==> config.mk <==
export PLATFORM = sky130hd
export DESIGN_NAME = pm_ladder_ctrl
export DESIGN_NICKNAME = d
export VERILOG_FILES = /design/src/rtl/pm_ctrl_pkg.sv /design/src/rtl/pm_msb_scan.sv /design/src/rtl/pm_ladder_ctrl.sv
export SDC_FILE = /design/constraint.sdc
export NUM_CORES = 1
export LEC_CHECK = 0
export CORE_MARGIN = 5
export CORE_UTILIZATION = 53
export CTS_CLUSTER_DIAMETER = 80
export DETAILED_ROUTE_END_ITERATION = 8
export PLACE_DENSITY_LB_ADDON = 0.2
export SLEW_MARGIN = 40
export SYNTH_ARGS = -nofsm -noshare
export SYNTH_HDL_FRONTEND = slang
export SYNTH_HIERARCHICAL = 1
export SYNTH_SLANG_ARGS = --single-unit
==> constraint.sdc <==
create_clock -name CLK -period 22.4 [get_ports CLK]
set_input_delay 3.36 -clock CLK [delete_from_list [all_inputs] [get_ports CLK]]
set_output_delay 3.36 -clock CLK [all_outputs]
set_load 0.05 [all_outputs]
==> src/rtl/pm_ctrl_pkg.sv <==
// Shared encodings for the Montgomery-ladder sequencer.
// State values are visible on OUT_STATE.
package pm_ctrl_pkg;

  typedef enum logic [3:0] {
    S_IDLE      = 4'd0,
    S_CHECK     = 4'd1,
    S_TRANSLATE = 4'd2,
    S_SCAN_MSB  = 4'd3,
    S_LADDER    = 4'd4,
    S_PAD_WAIT  = 4'd5,
    S_STORE     = 4'd6,
    S_Y_REC     = 4'd7,
    S_DONE      = 4'd8
  } state_e;

  typedef enum logic [2:0] {
    ST_OK       = 3'd0,
    ST_KEY_ZERO = 3'd1,
    ST_KEY_ONE  = 3'd2,
    ST_P_INF    = 3'd3,
    ST_TIMEOUT  = 3'd4,
    ST_ABORTED  = 3'd5
  } status_e;

  localparam logic [1:0] SEL_TRANS = 2'd0;
  localparam logic [1:0] SEL_DBL   = 2'd1;
  localparam logic [1:0] SEL_ADD   = 2'd2;

endpackage

==> src/rtl/pm_msb_scan.sv <==
// Sequential leading-one finder: one scalar bit per cycle,
// starting at the top bit and holding on the first one.
module pm_msb_scan #(
  parameter int KEY_W = 233,
  parameter int IDX_W = $clog2(KEY_W)
) (
  input  logic             clk,
  input  logic             rst,
  input  logic             start,
  input  logic [KEY_W-1:0] K,
  output logic [IDX_W-1:0] idx,
  output logic             found
);

  logic [IDX_W-1:0] idx_q;
  logic [IDX_W-1:0] idx_d;

  assign idx   = idx_q;
  assign found = K[idx_q];

  always_comb begin
    idx_d = idx_q;
    if (start)
      idx_d = IDX_W'(KEY_W - 1);
    else if (!found && idx_q != '0)
      idx_d = idx_q - 1'b1;
  end

  always_ff @(posedge clk or posedge rst) begin
    if (rst) idx_q <= '0;
    else     idx_q <= idx_d;
  end

endmodule

==> src/rtl/pm_ladder_ctrl.sv <==
// Montgomery-ladder sequencer for k*P: sequences the translate,
// add/double and y-recovery units and the P1/P2 register loads.
module pm_ladder_ctrl
  import pm_ctrl_pkg::*;
#(
  parameter int KEY_W   = 233,
  parameter int IDX_W   = $clog2(KEY_W),
  parameter int TIMEOUT = 1023
) (
  input  logic             CLK,
  input  logic             RST,
  input  logic             START,
  input  logic             MODE,
  input  logic [KEY_W-1:0] K,
  input  logic             PX_ZERO,
  input  logic             ABORT,
  input  logic             AXIS_OUT_VALID,
  input  logic             PAD_OUT_VALID,
  input  logic             MXY_OUT_VALID,
  output logic             AXIS_IN_VALID,
  output logic             PAD_IN_VALID,
  output logic             MXY_IN_VALID,
  output logic             REG_CLEAR,
  output logic             REG_LOAD,
  output logic [1:0]       SEL_P1,
  output logic [1:0]       SEL_P2,
  output logic             AD_SEL,
  output logic             BUSY,
  output logic             DONE,
  output logic [2:0]       STATUS,
  output logic [3:0]       OUT_STATE
);

  localparam int WD_W = $clog2(TIMEOUT + 1);
  localparam logic [WD_W-1:0] WD_LAST = WD_W'(TIMEOUT - 1);

  state_e           state_q, state_d;
  status_e          stat_q, stat_d;
  logic [KEY_W-1:0] k_q;
  logic             mode_q, pxz_q;
  logic [IDX_W-1:0] idx_q, idx_d;
  logic [WD_W-1:0]  wd_q, wd_d;
  logic             wd_exp;
  logic             ad_q, ad_d;
  logic             axis_q, axis_d;
  logic             pad_q, pad_d;
  logic             mxy_q, mxy_d;
  logic             clr_q;
  logic             ld_q, ld_d;
  logic             ld_tr, ld_pad;
  logic [1:0]       sel1_q, sel1_d;
  logic [1:0]       sel2_q, sel2_d;
  logic             busy_q, busy_d;
  logic             done_q, done_d;
  logic             scan_start, scan_found;
  logic [IDX_W-1:0] scan_idx;

  pm_msb_scan #(
    .KEY_W (KEY_W),
    .IDX_W (IDX_W)
  ) u_scan (
    .clk   (CLK),
    .rst   (RST),
    .start (scan_start),
    .K     (k_q),
    .idx   (scan_idx),
    .found (scan_found)
  );

  assign wd_exp     = (wd_q == WD_LAST);
  assign scan_start = (state_q == S_CHECK) &&
                      (state_d == S_TRANSLATE);

  always_ff @(posedge CLK or posedge RST) begin
    if (RST) state_q <= S_IDLE;
    else     state_q <= state_d;
  end

  always_comb begin
    state_d = state_q;
    stat_d  = stat_q;
    unique case (state_q)
      S_IDLE: if (START) begin
        state_d = S_CHECK;
        stat_d  = ST_OK;
      end
      S_CHECK: begin
        state_d = S_DONE;
        if (k_q == '0)                stat_d = ST_KEY_ZERO;
        else if (k_q == KEY_W'(1))    stat_d = ST_KEY_ONE;
        else if (pxz_q)               stat_d = ST_P_INF;
        else                          state_d = S_TRANSLATE;
      end
      S_TRANSLATE: begin
        if (AXIS_OUT_VALID)
          state_d = scan_found ? S_LADDER : S_SCAN_MSB;
        else if (wd_exp) begin
          state_d = S_DONE;
          stat_d  = ST_TIMEOUT;
        end
      end
      S_SCAN_MSB: if (scan_found) state_d = S_LADDER;
      S_LADDER:   state_d = S_PAD_WAIT;
      S_PAD_WAIT: begin
        if (PAD_OUT_VALID)
          state_d = S_STORE;
        else if (wd_exp) begin
          state_d = S_DONE;
          stat_d  = ST_TIMEOUT;
        end
      end
      S_STORE: begin
        if (idx_q != '0)  state_d = S_LADDER;
        else if (!mode_q) state_d = S_Y_REC;
        else begin
          state_d = S_DONE;
          stat_d  = ST_OK;
        end
      end
      S_Y_REC: begin
        if (MXY_OUT_VALID) begin
          state_d = S_DONE;
          stat_d  = ST_OK;
        end else if (wd_exp) begin
          state_d = S_DONE;
          stat_d  = ST_TIMEOUT;
        end
      end
      S_DONE:  state_d = S_IDLE;
      default: state_d = S_IDLE;
    endcase
    // Abort overrides any same-cycle unit response.
    if (ABORT && state_q != S_IDLE &&
        state_q != S_DONE) begin
      state_d = S_DONE;
      stat_d  = ST_ABORTED;
    end
  end

  always_comb begin
    axis_d = scan_start;
    pad_d  = (state_d == S_LADDER);
    mxy_d  = (state_q == S_STORE) &&
             (state_d == S_Y_REC);
    ld_tr  = (state_q == S_TRANSLATE) &&
             (state_d inside {S_SCAN_MSB, S_LADDER});
    ld_pad = (state_q == S_PAD_WAIT) &&
             (state_d == S_STORE);
    ld_d   = ld_tr || ld_pad;
    sel1_d = SEL_TRANS;
    sel2_d = SEL_TRANS;
    if (ld_pad) begin
      sel1_d = ad_q ? SEL_ADD : SEL_DBL;
      sel2_d = ad_q ? SEL_DBL : SEL_ADD;
    end
    done_d = (state_d == S_DONE);
    busy_d = (state_d != S_IDLE);
    idx_d  = idx_q;
    ad_d   = ad_q;
    // AD_SEL is set up on LADDER entry so it is valid with PAD_IN_VALID.
    if (state_d == S_LADDER) begin
      idx_d = (state_q == S_STORE) ? idx_q - 1'b1
                                   : scan_idx - 1'b1;
      ad_d  = k_q[idx_d];
    end
    wd_d = (state_d != state_q) ? '0 : wd_q + 1'b1;
  end

  always_ff @(posedge CLK or posedge RST) begin
    if (RST) begin
      stat_q <= ST_OK;
      k_q    <= '0;
      mode_q <= 1'b0;
      pxz_q  <= 1'b0;
      idx_q  <= '0;
      wd_q   <= '0;
      ad_q   <= 1'b0;
      axis_q <= 1'b0;
      pad_q  <= 1'b0;
      mxy_q  <= 1'b0;
      clr_q  <= 1'b1;
      ld_q   <= 1'b0;
      sel1_q <= SEL_TRANS;
      sel2_q <= SEL_TRANS;
      busy_q <= 1'b0;
      done_q <= 1'b0;
    end else begin
      if (state_q == S_IDLE && START) begin
        k_q    <= K;
        mode_q <= MODE;
        pxz_q  <= PX_ZERO;
      end
      stat_q <= stat_d;
      idx_q  <= idx_d;
      wd_q   <= wd_d;
      ad_q   <= ad_d;
      axis_q <= axis_d;
      pad_q  <= pad_d;
      mxy_q  <= mxy_d;
      clr_q  <= 1'b0;
      ld_q   <= ld_d;
      sel1_q <= sel1_d;
      sel2_q <= sel2_d;
      busy_q <= busy_d;
      done_q <= done_d;
    end
  end

  assign AXIS_IN_VALID = axis_q;
  assign PAD_IN_VALID  = pad_q;
  assign MXY_IN_VALID  = mxy_q;
  assign REG_CLEAR     = clr_q;
  assign REG_LOAD      = ld_q;
  assign SEL_P1        = sel1_q;
  assign SEL_P2        = sel2_q;
  assign AD_SEL        = ad_q;
  assign BUSY          = busy_q;
  assign DONE          = done_q;
  assign STATUS        = stat_q;
  assign OUT_STATE     = state_q;

endmodule
Yosys cells after proc, flatten, opt, wreduce, memory -nomap -nowiden
Cells that the tools add are included.

$add $sub $neg: 3. Multiply operators: 0. Divide/modulo/power cells: 0. $lt $le $gt $ge: 2. Equal/unequal tests: 23. Shift-type cells: 0. Multiplexer cells: 38. Bitwise gates (word level): 0. Reductions and logical operators: 20.

Operators by type and width (count): 233-bit by 1-bit equality test with 1-bit output, second input constant (1); 233-bit zero test (1); 4-bit two-way mux (12); 3-bit two-way mux (12); 4-bit case mux with 8 select lines (1); 4-bit by 3-bit equality test with 1-bit output, second input constant (7); 8-bit two-way mux (3); 8-bit by 9-bit less-than comparator with 1-bit output, second input constant (2); 3-bit case mux with 6 select lines (1); 1-bit binary-select mux with 8-bit select (2); 4-bit by 2-bit equality test with 1-bit output, second input constant (4); 8-bit nonzero test (2); 8-bit by 1-bit subtractor with 8-bit output, second input constant (2); 3-bit != test, second input constant (5); 10-bit by 1-bit adder with 10-bit output, second input constant (1); 10-bit equality test, second input constant (1); 10-bit two-way mux (1); 1-bit logical AND (8); 2-bit two-way mux (4); 4-bit nonzero test (2); 7-bit AND reduction (1); 7-bit nonzero test (1); 5-bit by 2-bit != test with 1-bit output, second input constant (1); 4-bit by 1-bit equality test with 1-bit output, second input constant (1); 8 further kinds (10).

Register bits: 280. Latch bits: 0. Bits in writable memories: 0. Bits in read-only memories: 0. Input port bits: 242. Output and inout bits: 19. Logic and storage cells: 104. Memories: 0.

Logic depth before layout (Yosys ltp)
Gate-level depths: netlist (run 1).

Depth after elaboration: 10. Gate-level depth with buffers: 19.

Modules after synthesis
The synthesis (run 1) kept the hierarchy.

By module, submodules not included: pm_ladder_ctrl (instances 1, cells each 1129, area each 13362.8 sq um); pm_msb_scan (instances 1, cells each 262, area each 2577.5 sq um).

Least setup slack after synthesis (run 1)
Ideal clock, no wire load.

Path type: input-to-reg. From: in MXY_OUT_VALID. To: reg idx_q[1]. Setup time: 136 ps. Arrival time: 4815 ps. Required time: 22264 ps. Setup slack: 17449 ps. Cell stages on the path: 9. Buffers on the path: 2. Path through: nand2_1 nand3_1 or3_1 a31oi_1 nand4_1 buf_2 buf_2 nand2_1 o21ai_0.

Longest elaborated chain between the ends: 4.

Ends and longest elaborated chain: start, declared (RTL line pm_ladder_ctrl.sv:19) `input logic MXY_OUT_VALID,`; 4-bit two-way mux (RTL line pm_ladder_ctrl.sv:121) `if (MXY_OUT_VALID) begin`; 4-bit case mux with 8 select lines (RTL line pm_ladder_ctrl.sv:82) `unique case (state_q)`; 4-bit two-way mux (RTL line pm_ladder_ctrl.sv:133) `if (ABORT && state_q != S_IDLE &&`; named net state_d[2] (RTL line pm_ladder_ctrl.sv:37) `state_e state_q, state_d;`; 4-bit by 3-bit equality test with 1-bit output (RTL line pm_ladder_ctrl.sv:161) `if (state_d == S_LADDER) begin`; end signal, assigned (RTL line pm_ladder_ctrl.sv:194) `idx_q <= idx_d;`; end, declared (RTL line pm_ladder_ctrl.sv:41) `logic [IDX_W-1:0] idx_q, idx_d;`.

The timed path passes the listed nets, and every way through them passes these cells. A chain may end at the register's enable or synchronous reset.

Final worst setup path (run 1)
From: in MXY_OUT_VALID. To: reg ad_q (netlist: AD_SEL).

Longest elaborated chain between the ends: 4.

Ends and longest elaborated chain: 4-bit two-way mux (RTL line pm_ladder_ctrl.sv:121); 4-bit case mux with 8 select lines (RTL line pm_ladder_ctrl.sv:82); 4-bit two-way mux (RTL line pm_ladder_ctrl.sv:133); named net state_d[2] (RTL line pm_ladder_ctrl.sv:37); 4-bit by 3-bit equality test with 1-bit output (RTL line pm_ladder_ctrl.sv:161); end signal, assigned (RTL line pm_ladder_ctrl.sv:177) `ad_q <= 1'b0;`; end signal, assigned (RTL line pm_ladder_ctrl.sv:196) `ad_q <= ad_d;`; end, declared (RTL line pm_ladder_ctrl.sv:44) `logic ad_q, ad_d;`.

The timed path passes the listed nets, and every way through them passes these cells.

==> results of run 1 <==
-- flip-flops by register name, indices dropped and copies added, names as in the netlist --
signal	cells
k_q	233
wd_q	10
idx_q	8
u_scan/idx	8
OUT_STATE	4
STATUS	3
AD_SEL	1
AXIS_IN_VALID	1
BUSY	1
DONE	1
MXY_IN_VALID	1
PAD_IN_VALID	1
REG_CLEAR	1
REG_LOAD	1
SEL_P1	1
SEL_P2	1
mode_q	1
pxz_q	1
-- per-layer routing --
layer / part of all wire / GRT usage / up-vias
met5: 0 / 0 / -
li1: - / - / 5759
met2: 0.47 / 0.4627 / 802
met1: 0.39 / 0.3971 / 6629
met3: 0.097 / 0.06213 / 142
met4: 0.040 / 0.09237 / 0
-- metrics by stage --
| stage | cells | util | total power (W) | hold slack [ns] |
|---|---|---|---|---|
| 3_3_place_gp | 1965 | 0.6314 | 0.002773 | 0.4868 |
| 6_report | 2016 | 0.6633 | 0.003346 | 0.5106 |
| 5_1_grt | 2016 | 0.6633 | 0.003500 | 0.5321 |
| 4_1_cts | 2015 | 0.6629 | 0.003299 | 0.5160 |
| 3_5_place_dp | 1965 | 0.6325 | 0.002819 | 0.5011 |
| 2_1_floorplan | 1391 | - | 0.002285 | 0.4665 |
-- kinds of logic (layout without fill, tap and decap cells) --
kind of cell / after synthesis / after routing
buf+inv: 112 / 347
flops: 278 / 278
fa+ha+maj: 5 / 5
simple gates: 378 / 378
mux: 380 / 380
other cells: 1 / 1
compound gates: 213 / 213
xor+xnor: 24 / 24
-- synth_stat cells (11+ instances only) --
library cell	number	area share
mux2i_1	90	0.057
mux2_2	243	0.17
nor4_1	65	0.026
a22oi_1	24	0.011
o22ai_1	20	0.0078
nor2b_1	11	0.0043
clkbuf_1	42	0.0099
buf_2	18	0.0057
nand2_1	111	0.026
xnor2_1	14	0.0077
nor2_1	54	0.013
nand4_1	28	0.011
a31oi_1	17	0.0067
nor3_1	24	0.0075
a21oi_1	32	0.010
dfrtp_1	277	0.43
buf_4	17	0.0080
inv_1	15	0.0035
o221ai_1	16	0.0088
nand3_1	27	0.0085
o21ai_0	22	0.0069
mux4_2	44	0.062
-- final cells by class --
cell class | instances | area share
flip-flops and latches | 278 | 0.3542
repair buffers | 280 | 0.1410
clock inverters | 6 | 0.004455
clock buffers | 44 | 0.04130
inverters | 17 | 0.003882
well taps | 390 | 0.02482
multi-input cells | 1001 | 0.4303
-- critical path, delay by kind of cell --
family,cells,cell delay [ns]
AO/OA/AOI/OAI,3,1.19
buffers and inverters,1,0.44
AND/OR/NAND/NOR,4,1.31
-- how the worst min path moves through the flow --
stage                         startpoint                    to  slack [ns]  depth (start not counted)
floorplan           idx_q[7]$_DFFE_PP0N_  idx_q[7]$_DFFE_PP0N_        0.47                          2
global placement    idx_q[7]$_DFFE_PP0N_  idx_q[7]$_DFFE_PP0N_        0.49                          2
detailed placement  idx_q[7]$_DFFE_PP0N_  idx_q[7]$_DFFE_PP0N_        0.50                          2
CTS                    wd_q[0]$_DFF_PP0_     wd_q[0]$_DFF_PP0_        0.52                          1
global route           wd_q[0]$_DFF_PP0_     wd_q[0]$_DFF_PP0_        0.53                          1
finish                 wd_q[0]$_DFF_PP0_     wd_q[0]$_DFF_PP0_        0.51                          1
-- power by group --
group,switching [W],internal [W]
Sequential,0.000349,0.000751
Combinational,0.000948,0.000830
Clock,0.000197,0.000271
Total,0.00149,0.00185
==> impl_metrics.json, run 1 <==
{
  "vias": 13330,
  "wl_per_cell_um": 24.96,
  "setup_viol": 0,
  "cts_tree": "done",
  "fin_crit_sh": 0.2600,
  "area_growth_syn_to_layout_pct": 23.34,
  "r2r_slack_ns": 16.71,
  "worstPathArrival_ns": 6.31,
  "vias_per_cell": 6.613,
  "synth_cell_types": 84,
  "status": "completed",
  "dp_hpwl_um": 35850,
  "synthSimpleGateAreaFrac": 0.1214,
  "path_clk_slew_ns": 0.06,
  "htreeDepth": 1,
  "synthXorXnorAreaFrac": 0.01366,
  "fin_skew_ns": 0.02188,
  "pre_cts_ws_ns": 16.15,
  "grt_max_degree": 127,
  "cts.path.max_buffers": 3,
  "num-fill-cells": 2360,
  "hp-class": "reg2reg",
  "synth_edf_count": 0,
  "critPathMaxFanout": 20,
  "final-seq-area_mm2": 0.006963,
  "worst_slack_ns": 16.58,
  "initial_core_util": 0.5378,
  "vdd_ir_drop_max_mv": 0.09703,
  "criticalPathCategory": "in2reg",
  "core_mm2": 0.02964,
  "crit_end": "AD_SEL$_DFFE_PP0N_",
  "dr.pass1.iters": 5,
  "synthAdderAreaFrac": 0.003925,
  "avgSynthCellArea_um2": 11.46,
  "crit_path_max_incr_delay_ns": 0.75,
  "synth_warnings": 6,
  "r2r-end": "AD_SEL$_DFFE_PP0N_",
  "track_usage": 0.2890,
  "cts-root-buf": "clkbuf_16",
  "die_w_um": 183.4,
  "synth_compound_area_frac": 0.09600,
  "syn-num-nets": 1638,
  "synth_top_family_by_area": "multiplexers",
  "endpoint_kind": "register",
  "hold_viol_final": 0,
  "drive_gt1_frac": 0.2251,
  "crit_path_top_delay_cell": "nand4_1",
  "min_period_ns": 5.823,
  "ys_ff_latch": 278,
  "gp_congestion": 0.9421,
  "drv_slew": 0,
  "cts_buffers": 29,
  "fin_nets": 1854,
  "wl_um": 50310,
  "slew_headroom": 0.4314,
  "insertion_delay_ns": 0.56,
  "multi_input_area_mm2": 0.008461,
  "r2r_start": "OUT_STATE[1]$_DFF_PP0_",
  "port_buffers": 260,
  "diodes": 0,
  "max-cap-violations": 0,
  "grt_pass1_vias": 13040,
  "tightest_slew_ns": 0.8512,
  "gr-total-overflow": 0,
  "ios": 261,
  "layout_common_cells": "275 x dfrtp_1, 260 x clkdlybuf4s50_1, 243 x mux2_2, 111 x nand2_1, 88 x mux2i_1",
  "cp-startpoint": "MXY_OUT_VALID",
  "rsz0062_at_grt": "no",
  "final_common_cell": "dfrtp_1",
  "cts_setup_buffers": 0,
  "synth_area_mm2": 0.01594,
  "ff2ff_path_depth": 15,
  "cp_cell_sequence": "clkdlybuf4s50_1, nand2_1, nand3_1, or3_1, a31oi_1, nand4_1, a2111oi_1, a211o_1",
  "synth.mux.area_fraction": 0.2931,
  "fp.dieArea_mm2": 0.03364,
  "p_per_area_mw_per_mm2": 170.2,
  "drtIter0Drc": 1564,
  "antenna_found_initial": 0,
  "async_reset_ff_frac": 1.000,
  "die_h_um": 183.4,
  "grt_pass1_wl_um": 77210,
  "cts_resized": 0,
  "syn-instance-count": 1391,
  "final_antenna_net_count": 0,
  "cts_hold_buf": 0,
  "clock_sinks": 278,
  "fmax_ghz": 0.1717,
  "drc": 0,
  "crit_required_ns": 22.89,
  "setup_tns_ns": 0,
  "placementRows": 63,
  "leakage_nw": 7.791,
  "ys.flop_type": "dfrtp_1",
  "fin_area_mm2": 0.01966,
  "place_area_mm2": 0.01875,
  "start_kind": "input port",
  "ys_seq_area_frac": 0.4365
}
Power figures use the tool's default switching activity.
==> run 2, diff against run 1 <==
==> constraint.sdc (replaced) <==
create_clock -name CLK -period 6 [get_ports CLK]
set_input_delay 0.9 -clock CLK [delete_from_list [all_inputs] [get_ports CLK]]
set_output_delay 0.9 -clock CLK [all_outputs]
set_load 0.05 [all_outputs]
==> run 2 against run 1 <==
  * Global-route usage up 1.3 points
  * Highest routed layer unchanged
  * Largest cell class unchanged
  * Total power rose to 3.8 times the previous value
  * Sequential power rose to 3.9 times the previous value
  * Critical path type is now reg2reg
  * Largest power group unchanged
  * Flip-flop and latch count unchanged
  * First-iteration DRC count up 2.2%
==> impl_metrics.json, run 2 (synthesis results as in run 1) <==
{
  "status": "completed",
  "rsz0062_at_grt": "no",
  "p_comb_frac": 0.516,
  "leakage_nw": 7.913,
  "wl_per_cell_um": 25.74,
  "final_common_cell": "dfrtp_1",
  "critPathMaxFanout": 46,
  "top_layer": "met4",
  "slew_headroom": 0.4122,
  "port_buffers": 260,
  "grt_max_degree": 120,
  "regMostFlops": "k_q",
  "dr.pass1.iters": 6,
  "max-cap-violations": 0,
  "cts.path.max_buffers": 3,
  "cts_tree": "done",
  "die_w_um": 183.4,
  "wl_met2_um": 24480,
  "p_sw_w": 0.005625,
  "largest_reg_flops": 233,
  "vias_per_cell": 6.568,
  "area_growth_syn_to_layout_pct": 24.86,
  "antenna_found_initial": 0,
  "dp_hpwl_um": 38660,
  "setup_viol": 0,
  "cts_resized": 0,
  "num-fill-cells": 2270,
  "gp_congestion": 0.9840,
  "path_clk_slew_ns": 0.06,
  "crit_path_max_incr_delay_ns": 0.92,
  "routed-wl-met3_um": 4680,
  "die_h_um": 183.4,
  "p_seq_frac": 0.335,
  "cp_cell_sequence": "buf_4, mux4_2, and2_1, a211oi_1, nor4_1, o22ai_1, mux2i_1, nor2_1, nand2_1, o21ai_0, a31oi_1, and3_1, nand2b_1, nor2_1, a31oi_1, o21ai_0",
  "htreeDepth": 1,
  "criticalPathCategory": "reg2reg",
  "layout_common_cells": "274 x dfrtp_1, 260 x clkdlybuf4s50_1, 243 x mux2_2, 111 x nand2_1, 88 x mux2i_1",
  "cts_buffers": 30,
  "fp.dieArea_mm2": 0.03364,
  "power_w": 0.01272,
  "worstPathArrival_ns": 5.40,
  "pre_cts_ws_ns": 1.110,
  "fin_hold_ws_ns": 0.5027,
  "p_per_area_mw_per_mm2": 639.2,
  "final_antenna_net_count": 0,
  "diodes": 0,
  "grt_pass1_vias": 13410,
  "vias": 13340,
  "min_period_ns": 4.929,
  "track_usage": 0.3021,
  "core_mm2": 0.02964,
  "fin_skew_ns": 0.02060,
  "ff2ff_path_depth": 16,
  "top_regs": "k_q: 233 flops, wd_q: 10 flops",
  "drv_slew": 0,
  "hp-class": "reg2reg",
  "finish.cell_count_without_fillers": 2031,
  "start_kind": "register",
  "crit_required_ns": 6.47,
  "gr-total-overflow": 0,
  "tightest_slew_ns": 0.8800,
  "fmax_ghz": 0.2029,
  "cts_hold_buf": 0,
  "cts-root-buf": "clkbuf_16",
  "crit_path_top_delay_cell": "dfrtp_4",
  "ios": 261,
  "clock_sinks": 278,
  "drive_gt1_frac": 0.2371,
  "p_int_w": 0.007098,
  "fin_crit_sh": 0.8215,
  "worst_slack_ns": 1.071,
  "placementRows": 63,
  "drt-met1-wl_um": 21160,
  "hold_viol_final": 0,
  "drc": 0,
  "post-place-cells": 1976,
  "holdPathStages": 1,
  "drtIter0Drc": 1598,
  "insertion_delay_ns": 0.56,
  "clkPwrFrac": 0.149,
  "setup_tns_ns": 0,
  "wl_um": 52270,
  "swShare": 0.4421,
  "grt_pass1_wl_um": 80140,
  "initial_core_util": 0.5378,
  "vdd_ir_drop_max_mv": 0.2943,
  "endpoint_kind": "register",
  "fin_nets": 1866,
  "cts_setup_buffers": 0
}
[run 2: stage by stage]
stage / util / instance area [um2]
after floorplan: - / 15940
after global placement: 0.6342 / 18800
after detailed placement: 0.6366 / 18870
after CTS: 0.6710 / 19890
after global routing: 0.6715 / 19900
final: 0.6715 / 19900
[run 2: layer usage]
layer,up-vias,GRT usage
met5,-,0
met2,762,0.4817
met3,162,0.05837
li1,5790,-
met4,0,0.09952
met1,6625,0.4200
[run 2: worst max-delay path: cells and delay by family, from the launching register on]
kind	cells	cell delay, ns
AOI/OAI and AO/OA	6	1.23
buffers and inverters	1	0.44
DFF	1	0.92
muxes	2	0.78
and+or+nand+nor	7	1.48
[run 2: area by class of cell]
cell class                      count  area (um2)  share of cell area
Sequential cell                   278        6964              0.3499
Clock inverter                     11       137.6            0.006915
Inverter                           17       67.56            0.003395
Tap cell                          390       488.0             0.02452
Clock buffer                       43       880.8             0.04426
Multi-Input combinational cell   1001        8463              0.4252
Timing Repair Buffer              291        2902              0.1458
[run 2: path summary, 6_finish.rpt]
kind / startpoint / to / slack [ns]
hold / removal: wd_q[0]$_DFF_PP0_ / wd_q[0]$_DFF_PP0_ / 0.50
setup / recovery: u_scan/idx[1]$_DFFE_PP0P_ / u_scan/idx[7]$_DFFE_PP0P_ / 1.07
setup reg to reg: u_scan/idx[1]$_DFFE_PP0P_ / u_scan/idx[7]$_DFFE_PP0P_ / 1.07
max in group asynchronous: RST / k_q[126]$_DFFE_PP0P_ / 4.07
min in group asynchronous: RST / u_scan/idx[2]$_DFFE_PP0P_ / 0.72
hold reg to reg: wd_q[0]$_DFF_PP0_ / wd_q[0]$_DFF_PP0_ / 0.50
[run 2: power by group through the flow]
stage / registers [W] / clock network, W / logic [W]
2_1_floorplan: 0.00358 / 0 / 0.00496
6_report: 0.00426 / 0.00189 / 0.00657
3_3_place_gp: 0.00420 / 0 / 0.00626
4_1_cts: 0.00420 / 0.00193 / 0.00644
3_5_place_dp: 0.00422 / 0 / 0.00639
5_1_grt: 0.00435 / 0.00200 / 0.00698
